[src/rtl/calc_pkg.sv]
// Shared calculator control-path definitions: key codes, scanner states and the
// keypad row/column to key-code map.
package calc_pkg;

   localparam logic [3:0] KEY_0    = 4'h0;
   localparam logic [3:0] KEY_1    = 4'h1;
   localparam logic [3:0] KEY_2    = 4'h2;
   localparam logic [3:0] KEY_3    = 4'h3;
   localparam logic [3:0] KEY_4    = 4'h4;
   localparam logic [3:0] KEY_5    = 4'h5;
   localparam logic [3:0] KEY_6    = 4'h6;
   localparam logic [3:0] KEY_7    = 4'h7;
   localparam logic [3:0] KEY_8    = 4'h8;
   localparam logic [3:0] KEY_9    = 4'h9;
   localparam logic [3:0] KEY_A    = 4'hA;
   localparam logic [3:0] KEY_B    = 4'hB;
   localparam logic [3:0] KEY_C    = 4'hC;
   localparam logic [3:0] KEY_D    = 4'hD;
   localparam logic [3:0] KEY_HASH = 4'hE;
   localparam logic [3:0] KEY_STAR = 4'hF;

   typedef enum logic [2:0] {
      StScan,
      StDebounce,
      StPress,
      StWaitRel
   } scan_state_e;

   function automatic logic [3:0] key_map(input logic [1:0] row, input logic [1:0] col);
      logic [3:0] code;
      unique case ({row, col})
         4'b00_00: code = KEY_1;
         4'b00_01: code = KEY_2;
         4'b00_10: code = KEY_3;
         4'b00_11: code = KEY_A;
         4'b01_00: code = KEY_4;
         4'b01_01: code = KEY_5;
         4'b01_10: code = KEY_6;
         4'b01_11: code = KEY_B;
         4'b10_00: code = KEY_7;
         4'b10_01: code = KEY_8;
         4'b10_10: code = KEY_9;
         4'b10_11: code = KEY_C;
         4'b11_00: code = KEY_STAR;
         4'b11_01: code = KEY_0;
         4'b11_10: code = KEY_HASH;
         default:  code = KEY_D;
      endcase
      return code;
   endfunction

endpackage

[src/rtl/key_sync.sv]
// Two-flop synchroniser for the asynchronous keypad row lines.
module key_sync (
   input  logic       clk,
   input  logic       rst_n,
   input  logic [3:0] async_i,
   output logic [3:0] sync_o
);

   logic [3:0] ff1_q, ff2_q;

   // Rows idle high (pulled up), so reset to the released level.
   always_ff @(posedge clk) begin
      if (!rst_n) begin
         ff1_q <= 4'hF;
         ff2_q <= 4'hF;
      end else begin
         ff1_q <= async_i;
         ff2_q <= ff1_q;
      end
   end

   assign sync_o = ff2_q;

endmodule

[src/rtl/keypad_scanner.sv]
// 4x4 matrix keypad scanner: column walk, row debounce and one strobe per press.
module keypad_scanner #(
   parameter int unsigned SCAN_DIV     = 4096,
   parameter int unsigned DEBOUNCE_CYC = 65536
) (
   input  logic       clk,
   input  logic       rst_n,
   input  logic [3:0] rows_n,
   output logic [3:0] cols_n,
   output logic [3:0] key_code,
   output logic       key_valid,
   output logic       key_held
);
   import calc_pkg::*;

   localparam int unsigned DivW = $clog2(SCAN_DIV);
   localparam int unsigned DebW = $clog2(DEBOUNCE_CYC);
   localparam logic [DivW-1:0] DivLast = DivW'(SCAN_DIV - 1);
   localparam logic [DebW-1:0] DebLast = DebW'(DEBOUNCE_CYC - 1);

   scan_state_e     state_q, state_d;
   logic [1:0]      col_q, col_d;
   logic [1:0]      row_q, row_d;
   logic [DivW-1:0] div_q, div_d;
   logic [DebW-1:0] deb_q, deb_d;
   logic [3:0]      code_q, code_d;

   logic [3:0] rows_s;
   logic [1:0] low_row;
   logic       any_low;
   logic       row_low;

   key_sync u_key_sync (
      .clk     (clk),
      .rst_n   (rst_n),
      .async_i (rows_n),
      .sync_o  (rows_s)
   );

   // Descending walk so the lowest-index low row wins.
   always_comb begin
      low_row = 2'd0;
      for (int i = 3; i >= 0; i--) begin
         if (!rows_s[i]) low_row = 2'(i);
      end
   end

   assign any_low = ~&rows_s;
   assign row_low = ~rows_s[row_q];

   always_comb begin
      state_d = state_q;
      col_d   = col_q;
      row_d   = row_q;
      div_d   = div_q;
      deb_d   = deb_q;
      code_d  = code_q;
      unique case (state_q)
         StScan: begin
            if (div_q == DivLast) begin
               div_d = '0;
               if (any_low) begin
                  row_d   = low_row;
                  deb_d   = '0;
                  state_d = StDebounce;
               end else begin
                  col_d = col_q + 2'd1;
               end
            end else begin
               div_d = div_q + DivW'(1);
            end
         end
         StDebounce: begin
            if (!row_low) begin
               state_d = StScan;
               div_d   = '0;
               deb_d   = '0;
            end else if (deb_q == DebLast) begin
               state_d = StPress;
               code_d  = key_map(row_q, col_q);
               deb_d   = '0;
            end else begin
               deb_d = deb_q + DebW'(1);
            end
         end
         StPress: begin
            state_d = StWaitRel;
            deb_d   = '0;
         end
         StWaitRel: begin
            if (row_low) begin
               deb_d = '0;
            end else if (deb_q == DebLast) begin
               state_d = StScan;
               col_d   = col_q + 2'd1;
               div_d   = '0;
               deb_d   = '0;
            end else begin
               deb_d = deb_q + DebW'(1);
            end
         end
         default: begin
            state_d = StScan;
            div_d   = '0;
            deb_d   = '0;
         end
      endcase
   end

   always_ff @(posedge clk) begin
      if (!rst_n) begin
         state_q <= StScan;
         col_q   <= 2'd0;
         row_q   <= 2'd0;
         div_q   <= '0;
         deb_q   <= '0;
         code_q  <= 4'h0;
      end else begin
         state_q <= state_d;
         col_q   <= col_d;
         row_q   <= row_d;
         div_q   <= div_d;
         deb_q   <= deb_d;
         code_q  <= code_d;
      end
   end

   assign cols_n    = ~(4'b0001 << col_q);
   assign key_code  = code_q;
   assign key_valid = (state_q == StPress);
   assign key_held  = (state_q == StWaitRel);

endmodule

[config.mk]
export PLATFORM = sky130hd
export DESIGN_NAME = keypad_scanner
export DESIGN_NICKNAME = d
export VERILOG_FILES = /design/src/rtl/calc_pkg.sv /design/src/rtl/key_sync.sv /design/src/rtl/keypad_scanner.sv
export SDC_FILE = /design/constraint.sdc
export NUM_CORES = 1
export LEC_CHECK = 0
export ABC_AREA = 0
export BUFFER_PORTS_ARGS = -buffer_cell sky130_fd_sc_hd__buf_2
export CAP_MARGIN = 20
export CELL_PAD_IN_SITES_DETAIL_PLACEMENT = 1
export CELL_PAD_IN_SITES_GLOBAL_PLACEMENT = 2
export CORE_MARGIN = 2
export CORE_UTILIZATION = 39
export CTS_CLUSTER_SIZE = 16
export DETAILED_ROUTE_END_ITERATION = 6
export PLACE_DENSITY = 0.85
export SLEW_MARGIN = 10
export SYNTH_ARGS = -nofsm -noshare
export SYNTH_HDL_FRONTEND = slang
export SYNTH_SLANG_ARGS = --single-unit
[constraint.sdc]
create_clock -name clk -period 3.41 [get_ports clk]
set_input_delay 0.5115 -clock clk [delete_from_list [all_inputs] [get_ports clk]]
set_output_delay 0.5115 -clock clk [all_outputs]
set_load 0.03 [all_outputs]
After elaboration in Yosys (flattened, before gate mapping)
Memory sizes are Yosys's and may differ from the RTL's. A register that Yosys moved wholly into a read port is not among the register bits.
Index checks and enable logic that the tools add are counted.
{"block": "totals", "elab_cells": 68, "n_memories": 1, "ff_bits": 43, "rom_bits": 64, "output_inout_bits": 10, "in_bits": 6}
{"block": "classes", "n_shift": 1, "muxes": 29, "add_sub_neg": 3, "eq_ne": 12, "bitwise_logic": 4, "n_reduce_logical": 10, "magnitude_cmp": 1}
{"memory": "(no name shown)", "words": 16, "width": 4, "rd": 1, "rd_clocked_by_memory_dff": 1, "wr": 0, "line": "calc_pkg.sv:31", "text": "unique case ({row, col})"}
{"op": "two-way mux 16 bit", "n": 5}
{"op": "two-way mux 12 bit", "n": 4}
{"op": "one-hot mux 12 bit (4 select lines)", "n": 1}
{"op": "one-hot mux 16 bit (3 select lines)", "n": 1}
{"op": "two-way mux 3 bit", "n": 6}
{"op": "adder 16 x 1 -> 16 bit, second input constant", "n": 1}
{"op": "equality test 16 bit, second input constant", "n": 1}
{"op": "two-way mux 2 bit", "n": 8}
{"op": "adder 12 x 1 -> 12 bit, second input constant", "n": 1}
{"op": "equality test 12 bit, second input constant", "n": 1}
{"op": "one-hot mux 3 bit (4 select lines)", "n": 1}
{"op": "AND reduction 5 bit", "n": 2}
{"op": "inequality test 2 bit, second input constant", "n": 4}
{"op": "AND reduction 4 bit", "n": 2}
{"op": "equality test 3 x 2 -> 1 bit, second input constant", "n": 2}
{"op": "AND reduction 3 bit", "n": 2}
{"op": "inequality test 2 x 1 -> 1 bit, second input constant", "n": 2}
{"op": "NOT 4 bit", "n": 1}
{"op": "one-hot mux 2 bit (2 select lines)", "n": 1}
{"op": "left shift 1 x 2 -> 4 bit, first input constant", "n": 1}
{"op": "equality test 3 x 1 -> 1 bit, second input constant", "n": 1}
{"op": "zero test 3 bit", "n": 1}
{"op": "< comparator 2 x 3 -> 1 bit, second input constant", "n": 1}
{"op": "inequality test 3 bit, second input constant", "n": 1}
{"op": "7 further kinds", "n": 9}

Depth between registers and ports, before layout
{"block": "depth", "ltp_word": 4, "depth_mapped": 8}

Modules after synthesis
Synthesis repeated with hierarchy kept, for this count alone.
{"block": "hier_totals", "cells_unflattened": 302, "area_unflattened_um2": 2581.2}
{"mod": "keypad_scanner", "cells_each": 286, "seq_area_each_um2": 760.7, "area_per_inst_um2": 2371.0, "n_inst": 1}
{"mod": "key_sync", "cells_each": 16, "seq_area_each_um2": 160.2, "area_per_inst_um2": 210.2, "n_inst": 1}

Worst setup path before layout
OpenSTA, ideal clock, no wires.
{"block": "synth_path", "kind": "reg-to-reg", "startpoint": "register deb_q[0]", "endpoint": "register deb_q[9]", "t_required_ns": 3.296, "arrival_time_ns": 1.815, "stages_incl_launch_ff": 8, "slack_ns": 1.481, "setup_ns": 0.114, "path_cell_list": "dfxtp_1 -> ha_1 -> nand3_1 -> nor4_4 -> and4b_1 -> buf_2 -> a21o_1 -> a21o_1"}
{"block": "synth_via", "elab_chain_len": 4, "elab_cells_between_ends": 6, "classes_between": "add/sub (1); eq/ne (1); mux (4)"}
{"element": "from (decl)", "line": "keypad_scanner.sv:25", "text": "logic [DebW-1:0] deb_q, deb_d;"}
{"element": "from (signal assigned)", "line": "keypad_scanner.sv:116", "text": "deb_q <= '0;"}
{"element": "from (signal assigned)", "line": "keypad_scanner.sv:123", "text": "deb_q <= deb_d;"}
{"element": "adder 16 x 1 -> 16 bit or equality test 16 bit (tied branches)"}
{"element": "two-way mux 16 bit (*)", "line": "keypad_scanner.sv:78, keypad_scanner.sv:93"}
{"element": "two-way mux 16 bit, on equally long branches", "line": "keypad_scanner.sv:91, keypad_scanner.sv:74"}
{"element": "one-hot mux 16 bit (3 select lines) (*)", "line": "keypad_scanner.sv:58", "text": "unique case (state_q)"}
Mark *: on every way between the ends. The rest lies on a longest branch, timed or not.
A chain may end at the register's enable or synchronous reset.

Worst setup path in the final report
{"block": "layout_path", "startpoint": "register row_q[0]", "endpoint": "register deb_q[3]"}
{"block": "layout_via", "elab_chain_len": 4, "elab_cells_between_ends": 5, "classes_between": "mux (5)"}
{"element": "from (decl)", "line": "keypad_scanner.sv:23", "text": "logic [1:0] row_q, row_d;"}
{"element": "from (signal assigned)", "line": "keypad_scanner.sv:121", "text": "row_q <= row_d;"}
{"element": "binary-select mux 1 bit (select 2 bit) (*)", "line": "keypad_scanner.sv:49", "text": "assign row_low = ~rows_s[row_q];"}
{"element": "two-way mux 1 bit (not written as such) (*)", "line": "keypad_scanner.sv:49"}
{"element": "two-way mux 16 bit, on equally long branches", "line": "keypad_scanner.sv:91, keypad_scanner.sv:74"}
{"element": "one-hot mux 16 bit (3 select lines) (*)", "line": "keypad_scanner.sv:58"}
Mark *: on every way between the ends. The rest lies on a longest branch, timed or not. The select of a mux whose other input is x is not followed.

==> summary.txt <==
Status
  – Run status: complete, no violations

Synth
  – Avg Cell Area, Syn: between 8 and 9 µm²
  – Synth Net Count: 300
  – Yosys cell types: 47
  – Seq/Total Area, Yosys: about two fifths
  – Synth Flop Type: dfxtp_1
  – Async SR Flop Fraction: 0%
  – Synth Instances: 286
  – Synthesized flop and latch total: 46
  – Synthesis warning total: 0
  – Mapped Area: roughly 0.0024 mm²
  – Post-synth EDFFs: 0

Routing
  – Iteration-0 DRC count of the detailed router: 74
  – Via count: 2008
  – Via density: 5.40
  – 1st-pass router iterations: 4
  – Final WL: 5210 µm
  – Routed Antenna Nets: 0
  – DRC errors left: 0
  – Routed len/inst: approximately 14 µm

STA
  – Final WS setup: 0.946 ns
  – Final Skew: roughly 0.011 ns
  – Final Cycle Share: between 70% and 80%
  – Slew HR: 60.5%
  – Setup_tns: 0 ns
  – Actual slew at the worst max-slew pin: 0.584 ns
  – Final Setup Violations: 0
  – F_max: just over 400 MHz
  – Hold Vio Cnt, Final: 0
  – Unrepaired setup endpoints after global routing: false
  – Post-route minimum period: between 2 and 2.5 ns
  – Max-slew violation count: 0

Worst setup path
  – Buf/Inv on CP: 0
  – Crit Path Class: reg2reg
  – Crit path cell chain: mux4_2, xnor2_2, nand4b_1, or3_1, o21ai_0
  – Startpoint types: flop
  – Slowest-stage cell, CP: mux4_2
  – Crit path required time: 3.64 ns
  – CP endpoint kind: flop
  – Largest stage delay, worst path: 0.64 ns
  – Arrival time worst endpoint: around 2.7 ns
  – Critical Path Fanout Max: 12
  – Crit path max-delay family: simple AND/OR/NAND/NOR gates

Floorplanning
  – Initial Util: 40.3%
  – Chip height: 82.0 µm
  – Die width: ~82 µm
  – Core Region: 0.00589 mm²
  – IO Count: 16
  – Die Footprint: 0.00672 mm²
  – Cell Rows: 28

Clock tree
  – Clock sink total: 46
  – Later-pin clock latency in the skew report: 0.30 ns
  – Clock Path Buffers: 2
  – Setup Fix Bufs, Post-CTS: 0
  – CTS tree: done
  – Root buf cell: clkbuf_8
  – H-tree levels: 2
  – CTS Hold Bufs: 0
  – Post-CTS sizing: 0
  – Clock-pin slew on the worst setup and hold paths: around 0.09 ns
  – CTS buffer count: 5

Layout
  – Register Area: 921 µm²
  – Final net count: 310
  – Fin util: approximately 44%
  – Area of the multi-input gates: 0.00132 mm²
  – Layout cell share with drive strength beyond 1: 11.4%
  – Antenna diodes: 0
  – Most frequent cells in the layout: 46 x dfxtp_1, 33 x nand2_1, 19 x nand3_1, 18 x o21ai_0, 16 x a21oi_1
  – Commonest non-fill, non-tap cell in the layout: dfxtp_1
  – Synthesis-to-finish area growth: 9.97%
  – Filler cell count: between 700 and 800

Global routing
  – GRT overflow: 0
  – GRT Total Usage: about 17%
  – Initial antenna violation count: 0
  – Largest net degree at the start of global routing: 22
  – First-pass GRT wire length: 9050 µm
  – Number of global-route vias before repair: 1957

Power
  – Leak Pwr: between 1 and 1.5 nW
  – Peak VDD IR: roughly 0.17 mV
  – Power density over cell area: about 380 mW/mm²

Placement
  – Hpwl dp: 3760 µm
  – RD Place Congestion: 0.725
  – IO buf count: 15
  – Pre-CTS setup slack: 0.921 ns

Hold path
  – Worst Hold Class: in2reg

Job
  – Max Cap Viol: 0
-- worst reg2reg max path, delay by kind of cell, from the launching register on --
| kind | cells | cell delay (ns) |
|---|---|---|
| AOI/OAI and AO/OA | 1 | 0.08 |
| xor gates and xnor gates | 1 | 0.20 |
| DFF | 1 | 0.51 |
| muxes | 1 | 0.64 |
| and+or+nand+nor | 2 | 0.97 |
-- stage by stage --
step / cells / hold slack, ns / total power, mW / instance area (µm²)
after detailed placement: 364 / 0.401 / 0.603 / 2490
after floorplan: 286 / 0.386 / 0.590 / 2370
after global placement: 364 / 0.388 / 0.602 / 2490
after CTS: 372 / 0.374 / 1.02 / 2610
after global routing: 372 / 0.379 / 1.05 / 2610
final: 372 / 0.382 / 1.00 / 2610
-- cells in the mapped netlist (2+ instances only) --
| master | count | area (µm²) |
|---|---|---|
| nor2_1 | 15 | 56.3 |
| a41oi_1 | 3 | 26.3 |
| inv_1 | 15 | 56.3 |
| and2_1 | 3 | 18.8 |
| o31a_1 | 3 | 26.3 |
| o21ai_0 | 18 | 90.1 |
| ha_1 | 8 | 100 |
| a31oi_1 | 2 | 12.5 |
| nor3_1 | 5 | 25.0 |
| and3_1 | 3 | 18.8 |
| nand2b_1 | 13 | 81.3 |
| dfxtp_1 | 46 | 921 |
| a21oi_1 | 16 | 80.1 |
| a211oi_1 | 6 | 45.0 |
| a311oi_1 | 3 | 26.3 |
| nand3_1 | 19 | 95.1 |
| or2_2 | 3 | 18.8 |
| nand4_1 | 8 | 50.1 |
| o22ai_1 | 5 | 31.3 |
| clkbuf_1 | 8 | 30.0 |
| a21o_1 | 5 | 37.5 |
| xor2_1 | 2 | 17.5 |
| or3_1 | 6 | 37.5 |
| buf_2 | 6 | 30.0 |
| nand2_1 | 33 | 124 |
| mux2i_1 | 7 | 70.1 |
| and4_1 | 3 | 26.3 |
| xnor2_1 | 3 | 26.3 |
-- flip-flops by register name, summed over array words and instances (netlist names) --
signal / flops
row_q: 2
u_key_sync.ff1_q: 4
col_q: 2
key_code: 4
u_key_sync.sync_o: 4
state_q: 2
div_q: 12
deb_q: 16
-- final cells by class --
type | instances | share of cell area (%)
clock buffers | 5 | 2.64
clock inverters | 3 | 1.68
inverters | 16 | 2.30
multi-input cells | 208 | 50.4
flip-flops and latches | 46 | 35.3
well taps | 75 | 3.60
repair buffers | 19 | 4.03
-- kinds of logic after synthesis --
logic type      share of synthesized area, %
simple gates                            26.7
compound gates                          18.1
fa+ha+maj                               4.22
mux                                     3.91
flops                                   38.8
xor+xnor                                2.53
buf+inv                                 5.70
-- worst paths after layout --
check                            from              endpoint  slack, ns  depth (start not counted)
setup / recovery             row_q[0]              deb_q[3]       0.95                          5
hold / removal              rows_n[3]   u_key_sync.ff1_q[3]       0.38                          2
setup reg to reg             row_q[0]              deb_q[3]       0.95                          5
hold reg to reg   u_key_sync.ff1_q[2]  u_key_sync.sync_o[2]       0.42                          1
-- layer usage --
layer  global-route usage (%)  vias to the layer above  part of all wire (%)  wire length [µm]
met3                     3.63                        4                   2.4               127
met5                        0                        -                     0                 0
li1                         -                     1037                     -                 -
met2                     30.5                       16                    49              2570
met4                     3.50                        0                  0.56                29
met1                     20.9                      951                    48              2480
-- where the power goes --
part	leakage [nW]	switching, mW	internal [mW]
Combinational	0.612	0.0227	0.0153
Sequential	0.373	0.00592	0.545
Clock	0.0585	0.192	0.220
No activity file was read; power rests on OpenSTA's default activity.
